## config.mk

```make
export PLATFORM = sky130hd
export DESIGN_NAME = dmem_port_arbiter
export DESIGN_NICKNAME = d
export VERILOG_FILES = /design/src/rtl/dmem_port_arbiter_pkg.sv /design/src/rtl/dmem_lat_counter.sv /design/src/rtl/dmem_port_arbiter.sv
export SDC_FILE = /design/constraint.sdc
export NUM_CORES = 1
export LEC_CHECK = 0
export ABC_AREA = 1
export BUFFER_PORTS_ARGS = -buffer_cell sky130_fd_sc_hd__buf_2
export CORE_AREA = 5 5 115 117
export CTS_CLUSTER_DIAMETER = 40
export DETAILED_ROUTE_END_ITERATION = 16
export DIE_AREA = 0 0 120 122
export GPL_TIMING_DRIVEN = 0
export PLACE_DENSITY = 0.5
export SLEW_MARGIN = 20
export SYNTH_ARGS = -nofsm -noshare
export SYNTH_HDL_FRONTEND = slang
export SYNTH_SLANG_ARGS = --single-unit
```

## constraint.sdc

```tcl
create_clock -name clk -period 1.91 [get_ports clk]
set_input_delay 0.191 -clock clk [delete_from_list [all_inputs] [get_ports clk]]
set_output_delay 0.191 -clock clk [all_outputs]
set_load 0.02 [all_outputs]
```

## src/rtl/dmem_port_arbiter_pkg.sv

```systemverilog
// dmem_port_arbiter_pkg: shared state encoding and access codes for the data-memory port arbiter.
package dmem_port_arbiter_pkg;

   typedef enum logic [1:0] {
      IDLE     = 2'd0,
      CPU_ACC  = 2'd1,
      HOST_ACC = 2'd2
   } arb_state_t;

   localparam logic [2:0] RW_WORD = 3'b010;

   // Host writes into the MMIO window never reach memory.
   function automatic logic host_blocked(input logic we, input logic [31:0] addr, input logic [31:0] base);
      return we && (addr >= base);
   endfunction

endpackage

```

## src/rtl/dmem_lat_counter.sv

```systemverilog
// dmem_lat_counter: access-phase counter; zero marks the strobe cycle, done marks the completion cycle.
module dmem_lat_counter #(
   parameter int MEM_LAT = 1
) (
   input  logic clk,
   input  logic rst,
   input  logic clr,
   input  logic inc,
   output logic zero,
   output logic done
);

   localparam int W = $clog2(MEM_LAT + 1);

   logic [W-1:0] cnt;

   always_ff @(posedge clk) begin
      cnt <= (rst || clr) ? '0 : inc ? cnt + 1'b1 : cnt;
   end

   assign zero = cnt == '0;
   assign done = cnt == W'(MEM_LAT);

endmodule

```

## src/rtl/dmem_port_arbiter.sv

```systemverilog
// dmem_port_arbiter: serialises CPU and host accesses onto one data-memory port with fixed read latency.
module dmem_port_arbiter
   import dmem_port_arbiter_pkg::*;
#(
   parameter int          MEM_LAT   = 1,
   parameter bit          CPU_PRIO  = 1'b1,
   parameter logic [31:0] MMIO_BASE = 32'h0000_03F0
) (
   input  logic        clk,
   input  logic        rst,
   input  logic        cpu_req,
   input  logic        cpu_we,
   input  logic [31:0] cpu_addr,
   input  logic [31:0] cpu_wdata,
   input  logic [2:0]  cpu_rw_type,
   output logic        cpu_ack,
   output logic [31:0] cpu_rdata,
   output logic        cpu_stall,
   input  logic        host_req,
   input  logic        host_we,
   input  logic [31:0] host_addr,
   input  logic [31:0] host_wdata,
   output logic        host_ack,
   output logic [31:0] host_rdata,
   output logic        host_err,
   output logic        mem_en,
   output logic        mem_we,
   output logic [31:0] mem_addr,
   output logic [31:0] mem_wdata,
   output logic [2:0]  mem_rw_type,
   input  logic [31:0] mem_rdata
);

   arb_state_t state;
   logic       last_grant;
   logic       cnt_zero;
   logic       cnt_done;
   logic       cpu_sel;
   logic       host_sel;
   logic       acc;
   logic       other_req;
   logic       pick_cpu;
   logic       blk;
   logic       go;

   assign cpu_sel   = state == CPU_ACC;
   assign host_sel  = state == HOST_ACC;
   assign acc       = cpu_sel || host_sel;
   assign other_req = cpu_sel ? host_req : cpu_req;
   assign blk       = host_blocked(host_we, host_addr, MMIO_BASE);
   assign pick_cpu  = cpu_req && (!host_req || CPU_PRIO || last_grant);

   dmem_lat_counter #(
      .MEM_LAT(MEM_LAT)
   ) u_cnt (
      .clk (clk),
      .rst (rst),
      .clr (!acc || cnt_done),
      .inc (acc),
      .zero(cnt_zero),
      .done(cnt_done)
   );

   // Ack cycle hands the port straight to a waiting requester, giving strict alternation.
   always_ff @(posedge clk) begin
      if (rst) begin
         state      <= IDLE;
         last_grant <= 1'b1;
      end else if (!acc) begin
         if (pick_cpu) begin
            state      <= CPU_ACC;
            last_grant <= 1'b0;
         end else if (host_req) begin
            state      <= HOST_ACC;
            last_grant <= 1'b1;
         end else begin
            state      <= IDLE;
         end
      end else if (cnt_done) begin
         state <= other_req ? (cpu_sel ? HOST_ACC : CPU_ACC) : IDLE;
         if (other_req) last_grant <= cpu_sel;
      end
   end

   // Everything is gated by rst so an abandoned access can never complete.
   assign go          = !rst && cnt_zero && (cpu_sel || (host_sel && !blk));
   assign mem_en      = go;
   assign mem_we      = go && (cpu_sel ? cpu_we : host_we);
   assign mem_addr    = !go ? '0 : cpu_sel ? cpu_addr : host_addr;
   assign mem_wdata   = !go ? '0 : cpu_sel ? cpu_wdata : host_wdata;
   assign mem_rw_type = !go ? '0 : cpu_sel ? cpu_rw_type : RW_WORD;

   assign cpu_ack    = !rst && cpu_sel && cnt_done;
   assign host_ack   = !rst && host_sel && cnt_done;
   assign cpu_rdata  = (cpu_ack && !cpu_we) ? mem_rdata : '0;
   assign host_rdata = (host_ack && !host_we) ? mem_rdata : '0;
   assign host_err   = host_ack && blk;
   assign cpu_stall  = !rst && cpu_req && !cpu_ack;

endmodule

```

==> impl_metrics.csv <==
group,metric,value,unit
timing,rsz0062_at_grt,"yes",
grt,grt_max_degree,11,
critical_path,cp_max_fo,10,
timing,finalSetupViolations,0,
grt,grt_pass1_wl,15.9,mm
clock_tree,cts_tree,"yes",
power,p_total,2.98,mW
drt,drtPass1Iterations,4,
yosys,synth_seq_area_share,0.0307,
timing,setup_ws,0.0171,ns
drt,wl_met3,1.03,mm
timing,hold_viol,0,
yosys,netlist_area,1960,um2
hold_path,whs_endpoint,"u_cnt.done$_SDFFE_PP0N_",
cells_and_area,fin_cells,795,
yosys,ys_ff_latch,3,
critical_path,ff2ff_setup_slack,0.47,ns
placed_design,post-place-ws,-0.307,ns
timing,maxSlewViolCount,0,
critical_path,rr_startpoint,"state[1]$_SDFFE_PP0P_",
cells_and_area,fin_nets,817,
clock_tree,cts_root_buf,"clkbuf_16",
floorplanning,rows,41,
power,powerDensity,619,nW/um2
critical_path,critPathKind,"reg -> out",
drt,drc_errors,0,
floorplanning,die_h,122,um
clock_tree,clock_latency,0.23,ns
yosys,async_reset_ff_frac,0,
clock_tree,cts.clk_slew.worst_paths,0.03,ns
timing,setup_tns,0,ns
floorplanning,die_width,120,um
flow_run,drv_cap,0,
critical_path,startpoint_type,"flip-flop",
drt,ant_nets,0,
yosys,synthTopCellsByArea,"mux2i_1 33%, nor2_1 17%, a21oi_2 13%",
floorplanning,initial_core_util,0.160,
drt,routedLengthMet1,4.50,mm
yosys,synthCells,324,
drt,wl,12.1,mm
timing,worst_slew_pin_slew,0.243,ns
clock_tree,cts_htree_levels,1,
floorplanning,io_pins,306,
timing,max-slew-margin-rel,0.833,
critical_path,r2r_end,"state[1]$_SDFFE_PP0P_",
yosys,syn-num-nets,495,
yosys,synth_top_area_cell,"mux2i_1",
power,peakVddDrop,244,uV
drt,top_layer_used,"met4",
placed_design,port_buffers,305,
outcome,status,"complete, no violations",
cells_and_area,diodes,0,
hold_path,worstHoldPathType,"in -> reg",
yosys,synth_edf_count,0,
clock_tree,numCtsBuffers,3,
critical_path,cp-end-kind,"output port",
hold_path,hold_start,"rst",
cells_and_area,syn2layout_area_growth,145,%
placed_design,dp_cells,779,
cells_and_area,final_util,0.392,
yosys,synth_top_area_frac,0.327,
cells_and_area,layout-drive-gt1-share,0.673,
drt,route.met2.wl,6.46,mm
placed_design,dp_hpwl,9.61,mm
grt,grt_pass1_vias,3169,
timing,period_needed,1.89,ns
floorplanning,coreArea,12300,um2
clock_tree,hold_buffers,0,
drt,dr_total_vias,3398,
drt,drt_iter0_drc,62,
grt,track_usage,0.133,
drt,via_per_inst,4.27,
critical_path,critical_path_required,1.72,ns
drt,wire_per_inst,15.3,um
power,leakage,2.60,nW
timing,post-route-period-util,0.991,
floorplanning,dieArea,14600,um2
placed_design,gp_congestion,0.794,
yosys,ys_warn_count,0,
hold_path,holdPathStages,2,
grt,antenna_found_initial,0,
yosys,synth_ff_type,"dfxtp_1",
yosys,syn_avg_cell_area,6.05,um2
timing,fmax,528,MHz
yosys,synthDistinctLibCells,22,
grt,grt_remaining_overflow,0,
cells_and_area,nFillCells,1275,
yosys,yosys-top-cells-count,"87 x nor2_1, 64 x mux2i_1, 43 x inv_1, 38 x a21oi_1, 29 x a21oi_2",
critical_path,reg2reg_depth,8,
critical_path,cp.arrival,1.70,ns
timing,fin_skew,0.00332,ns
clock_tree,clock_sinks,3,
yosys,synth_most_common_cell,"nor2_1",
clock_tree,clock_path_buffers,2,
worst max-delay path by stage:
stage                                  startpoint             end  slack, ns  cells after the start
after floorplan             state[1]$_SDFFE_PP0P_   cpu_rdata[10]       0.02                      8
after global placement      state[1]$_SDFFE_PP0P_    mem_wdata[5]      -0.33                      7
after detailed placement    state[1]$_SDFFE_PP0P_   mem_wdata[19]      -0.31                      8
after CTS                   state[0]$_SDFFE_PP0P_   cpu_rdata[29]      -0.05                      8
after global routing      u_cnt.done$_SDFFE_PP0N_  host_rdata[17]      -0.05                      7
final                     u_cnt.done$_SDFFE_PP0N_  host_rdata[17]       0.02                      7
power breakdown:
part | total, mW | internal [mW] | switching, mW
Sequential | 0.104 | 0.0837 | 0.0205
Clock | 0.338 | 0.276 | 0.0620
Combinational | 2.53 | 1.26 | 1.28
Total | 2.98 | 1.62 | 1.36
cell type report:
cell class	count	area [um2]	area share
Timing Repair Buffer	318	2010	0.418
Tap cell	150	188	0.0391
Inverter	44	165	0.0344
Multi-Input combinational cell	248	1950	0.405
Sequential cell	3	63.8	0.0133
Buffer	28	352	0.0732
Clock buffer	4	78.8	0.0164
per-layer routing:
| layer | track usage | up-vias |
|---|---|---|
| met4 | 0.0172 | 0 |
| met2 | 0.269 | 171 |
| met5 | 0 | - |
| met1 | 0.145 | 1521 |
| met3 | 0.0279 | 10 |
| li1 | - | 1696 |
worst max-delay path, cell delays in order, from the launching register on:
cell and delay, ns:
dfxtp_2 0.37, nand2_1 0.15, nor2_4 0.15, inv_1 0.06, or2_4 0.30, buf_12 0.17, nor2_1 0.11, buf_4 0.16
metrics by stage:
stage	hold WS, ns	cell area, um2
floorplan	0.274	1960
CTS	0.197	3950
finish	0.224	4800
global placement	0.422	3680
detailed placement	0.425	3680
global route	0.236	4800
registers in the layout, summed over array words and instances, names as in the netlist:
name,cells
state,2
u_cnt.done,1
kinds of logic (layout without fill, tap and decap cells):
| group | Yosys count | in the layout | synth area share |
|---|---|---|---|
| DFF | 3 | 3 | 0.0307 |
| muxes | 64 | 64 | 0.327 |
| and+or+nand+nor | 109 | 109 | 0.214 |
| adders and majority gates | 2 | 2 | 0.0128 |
| buffers and inverters | 73 | 394 | 0.170 |
| AOI/OAI and AO/OA | 73 | 73 | 0.246 |
cell usage in the layout (no fill, tap or decap), types with 12 or more instances in the layout:
cell,instances
a21oi_1,33
a21oi_2,20
a21oi_4,14
buf_12,12
buf_2,232
buf_4,72
buf_6,18
inv_1,39
mux2i_1,48
nand2_1,15
nor2_1,69
nor2_2,15
timing repair:
| action | in CTS | in global routing |
|---|---|---|
| resized for setup | 74 | 175 |
| pin swaps | 2 | 8 |
| buffers inserted | 0 | 7 |
| endpoints found under the setup margin | 131 | 121 |
| gates cloned | 0 | 6 |
Power figures use the tool's default switching activity.
